File: src/rtl/mem_bus_bridge_pkg.sv
// Shared definitions for the MEM-stage data bus bridge.
//   state_t       : bridge FSM encodings (S_IDLE/S_REQ/S_DONE)
//   size_t        : access size codes (byte/half/word)
//   mask_to_size  : store byte mask (lane-0 aligned) -> size code
//   misaligned    : alignment check for a size code and address low bits
package mem_bus_bridge_pkg;

  typedef enum logic [1:0] {
    S_IDLE = 2'd0,
    S_REQ  = 2'd1,
    S_DONE = 2'd2
  } state_t;

  typedef enum logic [1:0] {
    SZ_BYTE = 2'd0,
    SZ_HALF = 2'd1,
    SZ_WORD = 2'd2
  } size_t;

  function automatic size_t mask_to_size(input logic [3:0] mask);
    if (mask == 4'b1111)      return SZ_WORD;
    else if (mask == 4'b0011) return SZ_HALF;
    else                      return SZ_BYTE;
  endfunction

  function automatic logic misaligned(input size_t sz, input logic [1:0] lo);
    case (sz)
      SZ_WORD: return lo != 2'b00;
      SZ_HALF: return lo[0];
      default: return 1'b0;
    endcase
  endfunction

endpackage

File: src/rtl/mem_bus_bridge_lane_align.sv
// Byte-lane steering between the CPU (lane-0 aligned data) and the word bus.
//   i_st_off  : store address low bits        o_st_data : store data shifted to lanes
//   i_st_data : store data, low lanes         o_st_be   : store strobes shifted to lanes
//   i_st_mask : store size mask, lane 0       o_ld_data : load data right-aligned
//   i_ld_off  : load address low bits
//   i_ld_data : raw bus read word
module mem_bus_bridge_lane_align (
  input  logic [1:0]  i_st_off,
  input  logic [31:0] i_st_data,
  input  logic [3:0]  i_st_mask,
  input  logic [1:0]  i_ld_off,
  input  logic [31:0] i_ld_data,
  output logic [31:0] o_st_data,
  output logic [3:0]  o_st_be,
  output logic [31:0] o_ld_data
);

  always_comb begin
    o_st_data = i_st_data << {i_st_off, 3'b000};
    o_st_be   = i_st_mask << i_st_off;
    o_ld_data = i_ld_data >> {i_ld_off, 3'b000};
  end

endmodule

File: src/rtl/mem_bus_bridge.sv
// Data-side bridge between the CPU MEM stage and the request/ready memory bus.
// Registers one access, runs it on the bus, aligns data lanes, and stalls the
// pipeline until the access completes, is rejected as misaligned, or times out.
//   clk, reset                     : clock, synchronous active-high reset
//   cpu_rd/cpu_wr/cpu_addr         : MEM-stage access request
//   cpu_wdata/cpu_wmask/cpu_rsize  : store data + mask, load size
//   cpu_rdata/cpu_stall/cpu_err    : right-aligned load data, stall, error pulse
//   bus_req/bus_we/bus_addr/bus_be/bus_wdata : bus transaction outputs
//   bus_rdata/bus_ready            : bus read data and completion
module mem_bus_bridge
  import mem_bus_bridge_pkg::*;
#(
  parameter int unsigned TIMEOUT = 16,
  parameter int unsigned CNT_W   = 5
) (
  input  logic        clk,
  input  logic        reset,
  input  logic        cpu_rd,
  input  logic        cpu_wr,
  input  logic [31:0] cpu_addr,
  input  logic [31:0] cpu_wdata,
  input  logic [3:0]  cpu_wmask,
  input  logic [1:0]  cpu_rsize,
  output logic [31:0] cpu_rdata,
  output logic        cpu_stall,
  output logic        cpu_err,
  output logic        bus_req,
  output logic        bus_we,
  output logic [31:0] bus_addr,
  output logic [3:0]  bus_be,
  output logic [31:0] bus_wdata,
  input  logic [31:0] bus_rdata,
  input  logic        bus_ready
);

  localparam logic [CNT_W-1:0] CNT_LAST = CNT_W'(TIMEOUT - 1);

  state_t           r_state;
  logic [CNT_W-1:0] r_cnt;
  logic [31:0]      r_addr;
  logic [31:0]      r_wdata;
  logic [31:0]      r_rdata;
  logic [3:0]       r_be;
  logic             r_we;
  logic             r_req;
  logic             r_err;

  logic             w_access;
  size_t            w_size;
  logic             w_misal;
  logic [31:0]      w_st_data;
  logic [31:0]      w_ld_data;
  logic [3:0]       w_st_be;

  // A simultaneous rd+wr is treated as a store, so the store mask sets the size.
  always_comb begin
    w_access = cpu_rd | cpu_wr;
    w_size   = cpu_wr ? mask_to_size(cpu_wmask) : size_t'(cpu_rsize);
    w_misal  = misaligned(w_size, cpu_addr[1:0]);
  end

  // Store lanes come from the live CPU address; load lanes from the held one.
  mem_bus_bridge_lane_align u_align (
    .i_st_off  (cpu_addr[1:0]),
    .i_st_data (cpu_wdata),
    .i_st_mask (cpu_wmask),
    .i_ld_off  (r_addr[1:0]),
    .i_ld_data (bus_rdata),
    .o_st_data (w_st_data),
    .o_st_be   (w_st_be),
    .o_ld_data (w_ld_data)
  );

  always_ff @(posedge clk) begin
    if (reset) begin
      r_state <= S_IDLE;
      r_cnt   <= '0;
      r_addr  <= '0;
      r_wdata <= '0;
      r_rdata <= '0;
      r_be    <= '0;
      r_we    <= 1'b0;
      r_req   <= 1'b0;
      r_err   <= 1'b0;
    end else begin
      r_err <= 1'b0;
      case (r_state)
        S_IDLE: begin
          if (w_access) begin
            r_addr  <= cpu_addr;
            r_we    <= cpu_wr;
            r_wdata <= cpu_wr ? w_st_data : '0;
            r_be    <= cpu_wr ? w_st_be : '0;
            r_cnt   <= '0;
            if (w_misal) begin
              r_state <= S_DONE;
              r_err   <= 1'b1;
              r_rdata <= '0;
            end else begin
              r_state <= S_REQ;
              r_req   <= 1'b1;
            end
          end
        end
        S_REQ: begin
          // Ready is tested first so it wins over a coincident timeout.
          if (bus_ready) begin
            r_rdata <= w_ld_data;
            r_req   <= 1'b0;
            r_state <= S_DONE;
          end else if (r_cnt == CNT_LAST) begin
            r_rdata <= '0;
            r_err   <= 1'b1;
            r_req   <= 1'b0;
            r_state <= S_DONE;
          end else begin
            r_cnt <= r_cnt + CNT_W'(1);
          end
        end
        S_DONE:  r_state <= S_IDLE;
        default: r_state <= S_IDLE;
      endcase
    end
  end

  always_comb begin
    cpu_stall = ((r_state == S_IDLE) && w_access) || (r_state == S_REQ);
    cpu_rdata = r_rdata;
    cpu_err   = r_err;
    bus_req   = r_req;
    bus_we    = r_we;
    bus_addr  = {r_addr[31:2], 2'b00};
    bus_be    = r_be;
    bus_wdata = r_wdata;
  end

endmodule

File: config.mk
export PLATFORM = sky130hd
export DESIGN_NAME = mem_bus_bridge
export DESIGN_NICKNAME = d
export VERILOG_FILES = /design/src/rtl/mem_bus_bridge_pkg.sv /design/src/rtl/mem_bus_bridge_lane_align.sv /design/src/rtl/mem_bus_bridge.sv
export SDC_FILE = /design/constraint.sdc
export NUM_CORES = 1
export LEC_CHECK = 0
export CORE_MARGIN = 2
export CORE_UTILIZATION = 43
export CTS_CLUSTER_SIZE = 16
export DETAILED_ROUTE_END_ITERATION = 8
export PLACE_DENSITY = 0.8
export SLEW_MARGIN = 25
export SYNTH_ARGS = -nofsm -noshare
export SYNTH_HDL_FRONTEND = slang
export SYNTH_SLANG_ARGS = --single-unit
File: constraint.sdc
create_clock -name clk -period 2.2 [get_ports clk]
set_input_delay 0.22 -clock clk [delete_from_list [all_inputs] [get_ports clk]]
set_output_delay 0.22 -clock clk [all_outputs]
set_load 0.005 [all_outputs]
==> impl_metrics.toml <==
[outcome]
status = "completed"

[synthesis]
synth_fa_ha_area_share_pct = 0.988
synth_compound_area_share_pct = 22.0
synth_area_sq_um = 5070
synth_top_family_by_area = "compound AO/OA/AOI/OAI gates"
synthMuxAreaShare_pct = 8.35
ys_warn_count = 0
syn_avg_cell_area_sq_um = 9.40
synth-simple-area-share_pct = 15.0
ys_seq_elements = 110
synth_seq_area_share_pct = 43.5
synth_cell_types = 53
synthCells = 539
synth_xor_area_share_pct = 0.519

[detailed_routing]
wl_mm = 14.1
drc = 0
viasPerCell = 5.33
drtIter0Drc = 227
wl_per_cell_um = 16.5
first_pass_iters = 5
ant_nets = 0
via_count = 4548

[critical_path]
rrSetupSlack_ns = 0.24
cp.arrival_ns = 2.34
worstSetupPathType = "primary input to flop"
r2r-start = "r_cnt[0]"
endpoint_kind = "flop"
startpoint_type = "primary input"
reg2reg_depth = 8
cp.required_ns = 2.45
path_max_fanout = 32
r2r_end = "cpu_rdata[15]"

[timing]
slew_violations = 0
min_period_over_period_pct = 95.1
final_hold_viol_count = 0
period_needed_ns = 2.09
skew_ns = 0.00580
grt_setup_unrepaired = "false"
setup_viol = 0
max_freq_mhz = 478
max_slew_margin_pct = 63.4
worstMarginPinSlew_ns = 0.548

[grt]
grtUsageMet2_pct = 36.8
use_met1_pct = 25.6
met3_usage_pct = 8.59
globalRouteTotalUtil_pct = 21.9
grt.overflow.total = 0
grt_antenna_before_repair = 0
grt_pass1_vias = 4453
grt-busiest-layer = "met2"
grt_pass1_wl_mm = 22.3
grt_max_degree = 50

[placement]
port_buffers = 208
dp_hpwl_mm = 10.5
finalWeightedCongestion = 0.847
dp_cells = 838

[clock_network]
tritoncts = "yes"
clk_pin_slew_worst_paths_ns = 0.07
cts_buffers = 9
numClockSinks = 110
ctsLongestPathBuffers = 2
post_cts_buffers = 0
clock-root-buffer = "clkbuf_16"
htree_levels = 3
insertion_delay_ns = 0.35
holdBufCountCts = 0
cts_resized = 0

[power]
max-vdd-ir-drop_mv = 0.658
p_leak_nw = 2.76
switching_share_pct = 25.0
p_sw_mw = 1.35
clkPwrFrac_pct = 36.2
pwr-share-comb_pct = 22.5
power_frac_seq_pct = 41.4
cellPowerDensity_nw_per_um2 = 726
power.total_mw = 5.39
internal_power_mw = 4.04

[floorplan]
die_h_um = 113
core_area_sq_um = 11500
dieArea_sq_um = 12700
initial_core_util_pct = 44.2
io_pins = 211
rows = 39
chipWidth_um = 113

[final_layout]
area.growth.synth_to_final_pct = 46.4
fin_cells = 854
fin_nets = 817
post_route_cells_drive_above_1_share_pct = 9.42
diodes = 0
fin_util_pct = 64.7

[worst_hold_path]
hold_depth = 2
min-delay-start = "reset"
min_to = "r_state[0]"
hp-class = "primary input to flop"

[run]
maxCapViolations = 0
==> cell usage after synthesis (all sizes together) <==
| master | n | share of area [%] |
|---|---|---|
| nand3b | 1 | 0.15 |
| nand3 | 2 | 0.20 |
| mux4 | 4 | 1.8 |
| nor3b | 2 | 0.40 |
| or3b | 1 | 0.22 |
| or2 | 3 | 0.37 |
| o21bai | 2 | 0.30 |
| a32oi | 1 | 0.17 |
| inv | 6 | 0.44 |
| nor2 | 7 | 0.67 |
| dfxtp | 110 | 43 |
| nand2 | 100 | 7.4 |
| mux2 | 10 | 2.2 |
| nand4b | 1 | 0.17 |
| and2 | 2 | 0.30 |
| ha | 4 | 0.99 |
| o21ai | 14 | 1.4 |
| a22o | 35 | 6.0 |
| conb | 1 | 0.074 |
| or3 | 1 | 0.22 |
| nor3 | 8 | 1.7 |
| o31ai | 8 | 1.2 |
| and3 | 1 | 0.12 |
| a21o | 1 | 0.15 |
| a31oi | 1 | 0.12 |
| o2bb2ai | 8 | 1.4 |
| nor2b | 18 | 2.2 |
| a41o | 1 | 0.20 |
| buf | 54 | 7.9 |
| a22oi | 5 | 0.74 |
| a211o | 8 | 1.4 |
| mux2i | 22 | 4.3 |
| and4bb | 1 | 0.25 |
| xnor2 | 3 | 0.52 |
| nand2b | 5 | 0.62 |
| a2111oi | 1 | 0.30 |
| a211oi | 10 | 1.7 |
| clkbuf | 17 | 1.3 |
| a21oi | 52 | 5.4 |
| a32o | 8 | 1.6 |
==> logic make-up after synthesis <==
kind of cell / count (synthesis)
xor gates and xnor gates: 3
buffers and inverters: 77
and+or+nand+nor: 153
AOI/OAI and AO/OA: 155
other: 1
DFF: 110
muxes: 36
adders and majority gates: 4
==> worst max-delay path by stage <==
stage                       startpoint             to  slack, ns  depth (start not counted)
after detailed placement  cpu_wmask[1]  cpu_rdata[15]      -0.25                         10
after CTS                       cpu_wr      cpu_stall       0.12                          6
after floorplan           cpu_wmask[1]   cpu_rdata[4]       0.38                          9
final                     cpu_wmask[1]  cpu_rdata[15]       0.11                         10
after global placement    cpu_wmask[1]   cpu_rdata[9]      -0.14                         11
after global routing      cpu_wmask[0]  cpu_rdata[15]       0.02                         11
==> layer usage <==
metal | wire length (um) | part of all wire (%)
met1 | 5800 | 41
met2 | 6880 | 49
met3 | 1150 | 8.1
met4 | 235 | 1.7
met5 | 0 | 0
==> final cells by class <==
class,count,area [sq um]
Clock buffer,10,229
Clock inverter,6,134
Fill cell,894,4050
Inverter,6,22.5
Multi-Input combinational cell,353,2380
Sequential cell,110,2200
Tap cell,143,179
Timing Repair Buffer,226,2270
==> through the flow <==
| stage | setup TNS, ns | hold slack [ns] | setup slack, ns | area [sq um] |
|---|---|---|---|---|
| after floorplan | 0 | 0.346 | 0.375 | 5070 |
| final | 0 | 0.178 | 0.108 | 7420 |
| after global routing | 0 | 0.175 | 0.0192 | 7420 |
| after detailed placement | -6.32 | 0.441 | -0.247 | 7060 |
| after CTS | 0 | 0.162 | 0.120 | 7420 |
| after global placement | -3.26 | 0.435 | -0.143 | 7060 |
==> cells in the final DEF, fill, tap and decap left out, types with 4 or more instances in the layout <==
master / count
a22o_1: 35
bufinv_16: 4
clkdlybuf4s50_1: 206
a22oi_1: 5
a211o_1: 8
nor2b_1: 18
a211oi_1: 8
ha_1: 4
dfxtp_1: 110
o31ai_1: 8
o21ai_0: 14
buf_12: 5
nor2_1: 6
mux2_2: 10
buf_4: 13
nand2b_1: 5
clkbuf_16: 9
o2bb2ai_1: 8
a32o_1: 8
mux4_2: 4
nand2_1: 100
a21oi_1: 50
inv_1: 6
mux2i_1: 22
==> critical path: stages <==
cell	delay, ns
clkdlybuf4s50_1	0.43
and2_1	0.18
nor3b_1	0.13
mux2i_1	0.22
ha_1	0.20
o21ai_0	0.09
a21oi_1	0.34
a21oi_4	0.11
buf_12	0.18
a22o_1	0.24
==> power groups by stage <==
stage,sequential (mW),clock [mW],combinational [mW]
floorplan,2.26,0,0.654
global placement,2.27,0,1.19
detailed placement,2.27,0,1.21
CTS,2.23,1.99,1.22
global route,2.24,2.07,1.31
finish,2.23,1.95,1.21
==> state kept, by name, indices dropped and copies added, names as in the netlist <==
signal     count
bus_wdata     32
r_cnt          5
r_state        2
bus_we         1
bus_req        1
cpu_rdata     32
cpu_err        1
bus_be         4
r_addr        32
No activity file was read; power rests on OpenSTA's default activity.
